--- config.mk ---
export PLATFORM = sky130hd
export DESIGN_NAME = inst_prefetch_buffer_flat
export DESIGN_NICKNAME = d
export VERILOG_FILES = /design/src/rtl/inst_prefetch_buffer_if.sv /design/src/rtl/inst_prefetch_buffer.sv /design/src/flat_wrapper.sv
export SDC_FILE = /design/constraint.sdc
export NUM_CORES = 1
export LEC_CHECK = 0
export ABC_CLOCK_PERIOD_IN_PS = 5100
export BUFFER_PORTS_ARGS = -buffer_cell sky130_fd_sc_hd__buf_2
export CAP_MARGIN = 20
export CELL_PAD_IN_SITES_DETAIL_PLACEMENT = 2
export CELL_PAD_IN_SITES_GLOBAL_PLACEMENT = 2
export CORE_UTILIZATION = 41
export DETAILED_ROUTE_END_ITERATION = 6
export PLACE_DENSITY = 0.77
export RECOVER_POWER = 25
export SLEW_MARGIN = 20
export SYNTH_ARGS = -nofsm -noshare
export SYNTH_HDL_FRONTEND = slang
export SYNTH_SLANG_ARGS = --single-unit
--- constraint.sdc ---
create_clock -name clk -period 5.1 [get_ports clk]
set_input_delay 1.53 -clock clk [delete_from_list [all_inputs] [get_ports clk]]
set_output_delay 1.53 -clock clk [all_outputs]
set_load 0.01 [all_outputs]
--- src/rtl/inst_prefetch_buffer_if.sv ---
// ---------------------------------------------------------------------------
// inst_prefetch_buffer_if
// Bundles the instruction-memory request channel, the CPU redirect inputs and
// the CPU-facing instruction queue head into one interface.
//   master modport : the prefetch buffer (drives mem_req/mem_addr and the
//                    inst_* / count outputs)
//   slave modport  : the environment (instruction memory + CPU fetch port)
// Signals:
//   mem_req, mem_addr[31:0]       fetch request and word address
//   mem_ack, mem_rdata[31:0]      memory response
//   redirect, redirect_pc[31:0]   taken branch/jump restart
//   inst_valid, inst, inst_pc     queue head presented to the CPU
//   inst_ready                    CPU consumes the head
//   count                         queue occupancy
// ---------------------------------------------------------------------------
interface inst_prefetch_buffer_if #(
  parameter int unsigned DEPTH = 4
) ();
  logic                       mem_req;
  logic [31:0]                mem_addr;
  logic                       mem_ack;
  logic [31:0]                mem_rdata;
  logic                       redirect;
  logic [31:0]                redirect_pc;
  logic                       inst_valid;
  logic [31:0]                inst;
  logic [31:0]                inst_pc;
  logic                       inst_ready;
  logic [$clog2(DEPTH+1)-1:0] count;

  modport master (
    output mem_req, mem_addr, inst_valid, inst, inst_pc, count,
    input  mem_ack, mem_rdata, redirect, redirect_pc, inst_ready
  );

  modport slave (
    input  mem_req, mem_addr, inst_valid, inst, inst_pc, count,
    output mem_ack, mem_rdata, redirect, redirect_pc, inst_ready
  );
endinterface

--- src/rtl/inst_prefetch_buffer.sv ---
// ---------------------------------------------------------------------------
// inst_prefetch_buffer
// Sequential instruction prefetcher sitting in front of the CPU fetch port.
// Issues one word request at a time to a slow instruction memory, queues the
// returned words with their PCs in a DEPTH-entry FIFO and presents the head
// with valid/ready. A redirect flushes the queue and restarts fetch at the
// (word-aligned) target; a response already in flight is dropped.
// Ports:
//   clk                 rising-edge clock
//   rst                 synchronous active-high reset
//   bus (master)        memory channel, redirect inputs, queue head, count
//   stat_fetch[15:0]    words pushed, saturating      (PREFETCH_STATS_EN only)
//   stat_discard[15:0]  responses dropped, saturating (PREFETCH_STATS_EN only)
// Optional feature macro: PREFETCH_STATS_EN
// ---------------------------------------------------------------------------
module inst_prefetch_buffer #(
  parameter int unsigned DEPTH    = 4,
  parameter logic [31:0] RESET_PC = 32'h0000_0000
) (
  input  logic                   clk,
  input  logic                   rst,
  inst_prefetch_buffer_if.master bus
`ifdef PREFETCH_STATS_EN
  ,
  output logic [15:0]            stat_fetch,
  output logic [15:0]            stat_discard
`endif
);

  localparam int unsigned PW       = $clog2(DEPTH);
  localparam int unsigned CW       = $clog2(DEPTH + 1);
  localparam logic [31:0] NOP      = 32'h0000_0013;
  localparam logic [31:0] START_PC = RESET_PC & 32'hFFFF_FFFC;

  typedef enum logic [1:0] {
    ST_IDLE    = 2'd0,
    ST_REQ     = 2'd1,
    ST_DISCARD = 2'd2
  } state_t;

  state_t        state_r;
  logic          mem_req_r;
  logic [31:0]   mem_addr_r;
  logic [31:0]   fetch_pc_r;
  logic [31:0]   fifo_inst_r [DEPTH];
  logic [31:0]   fifo_pc_r   [DEPTH];
  logic [PW-1:0] rd_ptr_r;
  logic [PW-1:0] wr_ptr_r;
  logic [CW-1:0] count_r;

  logic          ack_s;
  logic          push_s;
  logic          pop_s;
  logic          drop_s;
  logic          valid_s;
  logic          slot_free_s;
  logic [CW-1:0] count_next_s;
  logic [31:0]   redir_pc_s;
  logic [31:0]   pc_plus4_s;

  // Handshake events and the occupancy seen after the coming edge
  always_comb begin
    valid_s    = (count_r != {CW{1'b0}});
    redir_pc_s = bus.redirect_pc & 32'hFFFF_FFFC;
    pc_plus4_s = fetch_pc_r + 32'd4;
    ack_s      = bus.mem_ack & mem_req_r;
    push_s     = ack_s & (state_r == ST_REQ) & ~bus.redirect;
    drop_s     = ack_s & ((state_r == ST_DISCARD) | bus.redirect);
    pop_s      = valid_s & bus.inst_ready & ~bus.redirect;
    if (bus.redirect) begin
      count_next_s = {CW{1'b0}};
    end else begin
      count_next_s = count_r + CW'(push_s) - CW'(pop_s);
    end
    // A new request reserves one slot on top of the post-edge occupancy
    slot_free_s = (count_next_s < CW'(DEPTH));
  end

  // Fetch FSM: owns mem_req, mem_addr and the next sequential fetch PC
  always_ff @(posedge clk) begin
    if (rst) begin
      state_r    <= ST_IDLE;
      mem_req_r  <= 1'b0;
      mem_addr_r <= START_PC;
      fetch_pc_r <= START_PC;
    end else begin
      case (state_r)
        ST_IDLE: begin
          // Redirect while idle only retargets; issue happens next cycle
          if (bus.redirect) begin
            fetch_pc_r <= redir_pc_s;
          end else if (slot_free_s) begin
            state_r    <= ST_REQ;
            mem_req_r  <= 1'b1;
            mem_addr_r <= fetch_pc_r;
          end
        end
        ST_REQ: begin
          if (bus.redirect) begin
            fetch_pc_r <= redir_pc_s;
            if (ack_s) begin
              state_r   <= ST_IDLE;
              mem_req_r <= 1'b0;
            end else begin
              // Request must stay stable until acked; its data is dropped
              state_r <= ST_DISCARD;
            end
          end else if (ack_s) begin
            fetch_pc_r <= pc_plus4_s;
            if (slot_free_s) begin
              mem_addr_r <= pc_plus4_s;
            end else begin
              state_r   <= ST_IDLE;
              mem_req_r <= 1'b0;
            end
          end
        end
        ST_DISCARD: begin
          if (bus.redirect) begin
            fetch_pc_r <= redir_pc_s;
          end
          if (ack_s) begin
            state_r   <= ST_IDLE;
            mem_req_r <= 1'b0;
          end
        end
        default: begin
          state_r   <= ST_IDLE;
          mem_req_r <= 1'b0;
        end
      endcase
    end
  end

  // FIFO pointers and occupancy; a redirect flush overrides push and pop
  always_ff @(posedge clk) begin
    if (rst || bus.redirect) begin
      rd_ptr_r <= {PW{1'b0}};
      wr_ptr_r <= {PW{1'b0}};
      count_r  <= {CW{1'b0}};
    end else begin
      if (push_s) begin
        wr_ptr_r <= wr_ptr_r + PW'(1);
      end
      if (pop_s) begin
        rd_ptr_r <= rd_ptr_r + PW'(1);
      end
      count_r <= count_next_s;
    end
  end

  // FIFO storage: word plus the address it was fetched from
  always_ff @(posedge clk) begin
    if (push_s) begin
      fifo_inst_r[wr_ptr_r] <= bus.mem_rdata;
      fifo_pc_r[wr_ptr_r]   <= mem_addr_r;
    end
  end

`ifdef PREFETCH_STATS_EN
  // Saturating fetch/discard statistics
  always_ff @(posedge clk) begin
    if (rst) begin
      stat_fetch   <= 16'h0000;
      stat_discard <= 16'h0000;
    end else begin
      if (push_s && (stat_fetch != 16'hFFFF)) begin
        stat_fetch <= stat_fetch + 16'd1;
      end
      if (drop_s && (stat_discard != 16'hFFFF)) begin
        stat_discard <= stat_discard + 16'd1;
      end
    end
  end
`else
  logic unused_drop_s;
  assign unused_drop_s = drop_s;
`endif

  assign bus.mem_req    = mem_req_r;
  assign bus.mem_addr   = mem_addr_r;
  assign bus.count      = count_r;
  assign bus.inst_valid = valid_s;
  assign bus.inst       = valid_s ? fifo_inst_r[rd_ptr_r] : NOP;
  assign bus.inst_pc    = valid_s ? fifo_pc_r[rd_ptr_r]   : 32'h0000_0000;

endmodule

--- src/flat_wrapper.sv ---
// flat-port wrapper written by rule: the top's interface ports become plain ports
module inst_prefetch_buffer_flat 
#(
  parameter int unsigned DEPTH    = 4,
  parameter logic [31:0] RESET_PC = 32'h0000_0000
)
  (clk, rst, bus_mem_req, bus_mem_addr, bus_inst_valid, bus_inst, bus_inst_pc, bus_count, bus_mem_ack, bus_mem_rdata, bus_redirect, bus_redirect_pc, bus_inst_ready);
  inst_prefetch_buffer_if #(.DEPTH(DEPTH)) bus_i ();
  input  logic clk;
  input  logic rst;
  output wire logic [$bits(bus_i.mem_req)-1:0] bus_mem_req;
  output wire logic [$bits(bus_i.mem_addr)-1:0] bus_mem_addr;
  output wire logic [$bits(bus_i.inst_valid)-1:0] bus_inst_valid;
  output wire logic [$bits(bus_i.inst)-1:0] bus_inst;
  output wire logic [$bits(bus_i.inst_pc)-1:0] bus_inst_pc;
  output wire logic [$bits(bus_i.count)-1:0] bus_count;
  input wire logic [$bits(bus_i.mem_ack)-1:0] bus_mem_ack;
  input wire logic [$bits(bus_i.mem_rdata)-1:0] bus_mem_rdata;
  input wire logic [$bits(bus_i.redirect)-1:0] bus_redirect;
  input wire logic [$bits(bus_i.redirect_pc)-1:0] bus_redirect_pc;
  input wire logic [$bits(bus_i.inst_ready)-1:0] bus_inst_ready;
  assign bus_mem_req = bus_i.mem_req;
  assign bus_mem_addr = bus_i.mem_addr;
  assign bus_inst_valid = bus_i.inst_valid;
  assign bus_inst = bus_i.inst;
  assign bus_inst_pc = bus_i.inst_pc;
  assign bus_count = bus_i.count;
  assign bus_i.mem_ack = bus_mem_ack;
  assign bus_i.mem_rdata = bus_mem_rdata;
  assign bus_i.redirect = bus_redirect;
  assign bus_i.redirect_pc = bus_redirect_pc;
  assign bus_i.inst_ready = bus_inst_ready;
  inst_prefetch_buffer #(.DEPTH(DEPTH), .RESET_PC(RESET_PC)) u_core (.clk(clk), .rst(rst), .bus(bus_i));
endmodule
---- Word level (Yosys, flattened, before mapping) ----
Memory sizes are Yosys's and may differ from the RTL's. A register that Yosys moved wholly into a read port is not among the register bits.
Index checks and enable logic that the tools add are counted.
W data, S select, Z words.
cells by class
  divide/modulo/power cells ............... 0
  magnitude comparators ................... 1
  multiplexer cells ....................... 34
  add/sub/neg operators ................... 5
  shift operators ......................... 0
  bitwise logic cells ..................... 6
  equal/unequal tests ..................... 11
  reduce and logical (&&, ||, !) cells .... 10
  $mul .................................... 0
operator list
  cell                     count
  $mux W32                 10
  $pmux W32 S2             2
  $add A32 B3 Y32 const B  1
  $mux W2                  11
  $ne A2 B1 Y1 const B     5
  $mux W1                  8
  $pmux W2 S3              1
  $reduce_and A6 Y1        1
  $and A1 B1 Y1            5
  $reduce_and A5 Y1        1
  $add A2 B1 Y2 const B    2
  $ne A2 B2 Y1 const B     2
  $reduce_and A4 Y1        1
  $reduce_bool A2 Y1       2
  $add A3 B1 Y3            1
  $lt A3 B3 Y1 const B     1
  $mux W3                  1
  $ne A3 B2 Y1 const B     1
  $ne A3 B3 Y1 const B     1
  $pmux W1 S3              1
  $reduce_and A3 Y1        1
  $reduce_bool A3 Y1       1
  $sub A3 B1 Y3            1
  $eq A2 B1 Y1 const B     1
  5 further kinds          5
word-level totals
  memories ................................ 2
  output and inout bits ................... 101
  bits in read-only memories .............. 0
  register bits ........................... 74
  input bits .............................. 69
  logic and storage cells ................. 76
  memory bits (writable) .................. 256
  latch bits .............................. 0
memories
  memory              depth  width  rd ports  clocked after memory_dff  wr ports  RTL line                    RTL
  u_core.fifo_inst_r  4      32     1         1                         1         inst_prefetch_buffer.sv:45  logic [31:0] fifo_inst_r [DEPTH];
  u_core.fifo_pc_r    4      32     1         1                         1         inst_prefetch_buffer.sv:46  logic [31:0] fifo_pc_r [DEPTH];

---- Longest topological paths before layout ----
  depth after elaboration ................. 11
  depth in mapped cells ................... 13
  depth with buffers taken out ............ 11

---- Worst setup path after synthesis ----
Ideal clock, no wire load.
  path kind ............................... input -> register
  start point ............................. input bus_redirect
  end point ............................... memory u_core.fifo_inst_r[0][0] (enable)
  data arrival time ....................... 4,003 ps
  required time ........................... 4,673 ps
  cell stages on the path ................. 5
  buffers on the path ..................... 3
  setup slack ............................. 670 ps
  setup time .............................. 427 ps
  cells stage by stage .................... clkbuf_1 nor2b_1 clkbuf_1 buf_1 and3_1
on the way
  longest elaborated chain between the ends .. 4
ends and longest elaborated chain
  element                        RTL line                     RTL
  from (decl)                    flat_wrapper.sv:19           input wire logic [$bits(bus_i.redirect)-1:0] bus_redirect;
  $not A1 Y1                     inst_prefetch_buffer.sv:67   push_s = ack_s & (state_r == ST_REQ) & ~bus.redirect;
  $and A1 B1 Y1                  inst_prefetch_buffer.sv:67
  $mux W1                        inst_prefetch_buffer.sv:154  if (push_s) begin
  $mux W1 (not written as such)  inst_prefetch_buffer.sv:155  fifo_inst_r[wr_ptr_r] <= bus.mem_rdata;
  to (decl)                      inst_prefetch_buffer.sv:45
Every way passes these cells.

---- Final worst setup path ----
  start point ............................. input bus_redirect
  end point ............................... register u_core.mem_addr_r[15] (netlist: u_core.bus.mem_addr[15])
on the way
  elaborated cells between the ends (all ways) .. 12
  classes of those cells .................. add/sub: 2; order compare: 1; eq/ne: 4; mux: 1; bitwise: 3; reduce/logical: 1
RTL lines
  element                          RTL line                     RTL
  $not A1 Y1 (*)                   inst_prefetch_buffer.sv:69   pop_s = valid_s & bus.inst_ready & ~bus.redirect;
  $and A1 B1 Y1 (*)                inst_prefetch_buffer.sv:69
  named net u_core.pop_s           inst_prefetch_buffer.sv:53   logic pop_s;
  $sub A3 B1 Y3 (*)                inst_prefetch_buffer.sv:73   count_next_s = count_r + CW'(push_s) - CW'(pop_s);
  $mux W3 (*)                      inst_prefetch_buffer.sv:70   if (bus.redirect) begin
  $lt A3 B3 Y1 (*)                 inst_prefetch_buffer.sv:76   slot_free_s = (count_next_s < CW'(DEPTH));
  $ne A2 B1 Y1 (no line)           -
  $reduce_and A6 Y1 (no line) (*)  -
  to (signal assigned)             inst_prefetch_buffer.sv:95   mem_addr_r <= fetch_pc_r;
  to (signal assigned)             inst_prefetch_buffer.sv:111  mem_addr_r <= pc_plus4_s;
  to (decl)                        inst_prefetch_buffer.sv:43   logic [31:0] mem_addr_r;
Mark *: on every way through the listed nets, which the timed path passes. The rest lies on a longest branch.
A chain may end at the register's enable or synchronous reset.

==> impl_metrics.tcl <==
set metrics [dict create \
    netlist_top_cells_count "edfxtp_1, dfxtp_1, nor2_1" \
    die_x_um 183 \
    crit_start "bus_redirect" \
    synth_cell_type_count 63 \
    power.share.sequential 0.493 \
    grt_overflow_total 0 \
    reg2reg_to "u_core.bus.mem_addr[15]" \
    p_comb_frac 0.054 \
    hold_violations 0 \
    cellPowerDensity_mw_per_mm2 377 \
    clk_pin_slew_worst_paths_ns 0.06 \
    worstPathRequired_ns 5.49 \
    finalSetupTns_ns 0 \
    root_buffer "clkbuf_16" \
    cp_max_fo 60 \
    synthTopCellsByArea "edfxtp_1, dfxtp_1, mux4_2" \
    synth-simple-area-share 0.116 \
    switchingPower_uw 1390 \
    ant_nets 0 \
    place.port_buffers 163 \
    cts_setup_buffers 0 \
    skew_ns 0.0116 \
    fmax_mhz 237 \
    grt_pass1_vias 9377 \
    gr-usage-all-layers 0.248 \
    drt_pass1_iterations 5 \
    drcViolationCount 0 \
    p_leak_uw 0.00540 \
    yosysWarningCount 0 \
    grt_max_degree 64 \
    drive_gt1_frac 0.277 \
    grt_use_met1 0.320 \
    slew_headroom 0.354 \
    grt_pass1_wl_um 61800 \
    cp.arrival_ns 4.61 \
    min_path_type "flop to flop" \
    grt_busiest_layer "met2" \
    muxShareOfSynthArea 0.105 \
    areaGrowthSynthToFinish_pct 18.5 \
    cts_tree "done" \
    clkPwrFrac 0.453 \
    synth_top_family_by_area "simple AND/OR/NAND/NOR gates" \
    p_int_uw 4620 \
    ys_seq_area_frac 0.660 \
    cap_violations 0 \
    place_hpwl_um 25400 \
    whs_endpoint "u_core.wr_ptr_r[1]" \
    io_pins 170 \
    timing.setup.critical_path_class "input port to flop" \
    start_util 0.421 \
    synth_compound_area_frac 0.0634 \
    synthAdderAreaFrac 0.00799 \
    synth-xor-area-share 0.0208 \
    end_kind "flop" \
    diodes 0 \
    drt_iter0_drc 566 \
    period_minus_slack_ns 4.22 \
    grt_setup_unrepaired "no" \
    core_area_sq_mm 0.0320 \
    ir_worst_vdd_mv 0.210 \
    antenna_found_initial 0 \
    reg2reg_slack_ns 1.31 \
    ys_ff_latch 320 \
    stdcell_count 1532 \
    status "finished, final reports clean" \
    switching_share 0.231 \
    synthArstFlopShare 0 \
    fp-row-count 65 \
    synth.most_common_cell "edfxtp_1" \
    cts_buffer_depth 3 \
    holdCritStartpoint "u_core.wr_ptr_r[1]" \
    vias_per_cell 5.65 \
    postRouteWirelength_um 41000 \
    numCtsBuffers 35 \
    setup_viol 0 \
    syn_avg_cell_area_sq_um 14.6 \
    clock-sinks 320 \
    tightest_slew_ns 0.962 \
    drv_slew 0 \
    via_count 8663 \
    syn_area_sq_mm 0.0135 \
    nNetsFinal 1148 \
    ctsHoldBuffers 0 \
    synth_top_area_cell "edfxtp_1" \
    htreeDepth 2 \
    crit_path_start_kind "input port" \
    cts.repair.resized 0 \
    r2r_start "u_core.state_r[1]" \
    synthCells 924 \
    grtUsageMet3 0.0463 \
    ys.flop_type "edfxtp_1" \
    dieArea_sq_mm 0.0336 \
    gp_congestion 0.760 \
    fillers 3017 \
    synth-edff-count 248 \
    globalRouteMet2Util 0.433 \
    synth_top_area_share 0.553 \
    r2r_cells 12 \
    wl_per_cell_um 26.8 \
    period_share 0.827 \
    placed_cells 1469 \
    die_h_um 183 \
    insertion_delay_ns 0.53 \
    hold_depth 2 \
    whs_ns 0.512 \
]
[sequential cells by signal, indices dropped and copies added (netlist names), named ones only]
signal,cells
u_core.fifo_inst_r,128
u_core.fifo_pc_r,120
u_core.bus.mem_addr,30
u_core.fetch_pc_r,30
u_core.bus.count,3
u_core.rd_ptr_r,2
u_core.state_r,2
u_core.wr_ptr_r,2
u_core.bus.mem_req,1
[kinds of logic after synthesis]
| family | Yosys count |
|---|---|
| DFF | 320 |
| and+or+nand+nor | 290 |
| AOI/OAI and AO/OA | 126 |
| buffers and inverters | 83 |
| muxes | 64 |
| xor gates and xnor gates | 32 |
| adders and majority gates | 8 |
| other | 1 |
[layout by cell type (no fill, tap or decap), types with 5 or more instances in the layout]
cell type,n
a311oi_1,5
or4_1,5
o21ai_1,14
a22oi_1,5
clkbuf_16,36
buf_4,9
clkbuf_1,21
inv_1,10
nor3_1,15
or3_1,6
nor2b_1,60
a21oi_1,18
buf_2,148
edfxtp_1,248
xnor2_1,12
ha_1,7
and3_1,7
dfxtp_1,70
buf_12,6
bufinv_16,6
nand3_1,24
xor2_1,20
nand2b_1,5
or2_2,5
nand4_1,21
a211oi_1,34
clkinv_2,5
nor2_1,70
mux4_2,62
nand2_1,42
a31oi_1,15
o21ai_0,10
[final cells by class]
cell class | count | area, sq um | share of cell area
clock buffers | 43 | 937 | 0.0587
flip-flops and latches | 320 | 8900 | 0.557
inverters | 12 | 45.0 | 0.00282
well taps | 435 | 544 | 0.0341
clock inverters | 20 | 274 | 0.0172
multi-input cells | 524 | 4280 | 0.268
repair buffers | 178 | 985 | 0.0617
[worst max-delay path by stage]
stage / endpoint / slack (ns) / cells after the start
2_1_floorplan: u_core.fifo_inst_r[0][0] / 0.67 / 5
3_3_place_gp: u_core.bus.mem_addr[27] / 0.61 / 12
3_5_place_dp: u_core.bus.mem_addr[15] / 0.34 / 12
4_1_cts: u_core.bus.mem_addr[17] / 0.86 / 12
5_1_grt: u_core.bus.mem_addr[15] / 0.66 / 12
6_report: u_core.bus.mem_addr[15] / 0.88 / 12
[through the flow]
stage                      util  power, uW  worst slack [ns]  instance area [sq um]
after CTS                 0.500       6070             0.859                  16000
final                     0.499       6010             0.883                  16000
after floorplan               -       3170             0.670                  13500
after global routing      0.499       6190             0.662                  16000
after global placement    0.462       3310             0.606                  14800
after detailed placement  0.462       3340             0.337                  14800
[layer usage]
metal,vias up,share of wire
met5,-,0
met4,0,0.018
met3,49,0.054
met2,264,0.51
met1,4511,0.42
li1,3839,-
[power by group through the flow]
stage,combinational [uW],sequential (uW),clock (uW)
6_report,323,2970,2720
5_1_grt,353,2980,2860
4_1_cts,330,2970,2770
3_5_place_dp,324,3020,0
3_3_place_gp,302,3010,0
2_1_floorplan,182,2990,0
[critical path: stages]
cell       delay, ns
buf_2           0.24
nor3b_1         0.45
ha_1            0.19
inv_1           0.04
ha_1            0.19
fa_1            0.38
xnor2_1         0.15
xnor2_1         0.24
a2111oi_4       0.42
buf_12          0.29
nor2_1          0.07
a211oi_1        0.37
Power figures use the tool's default switching activity.
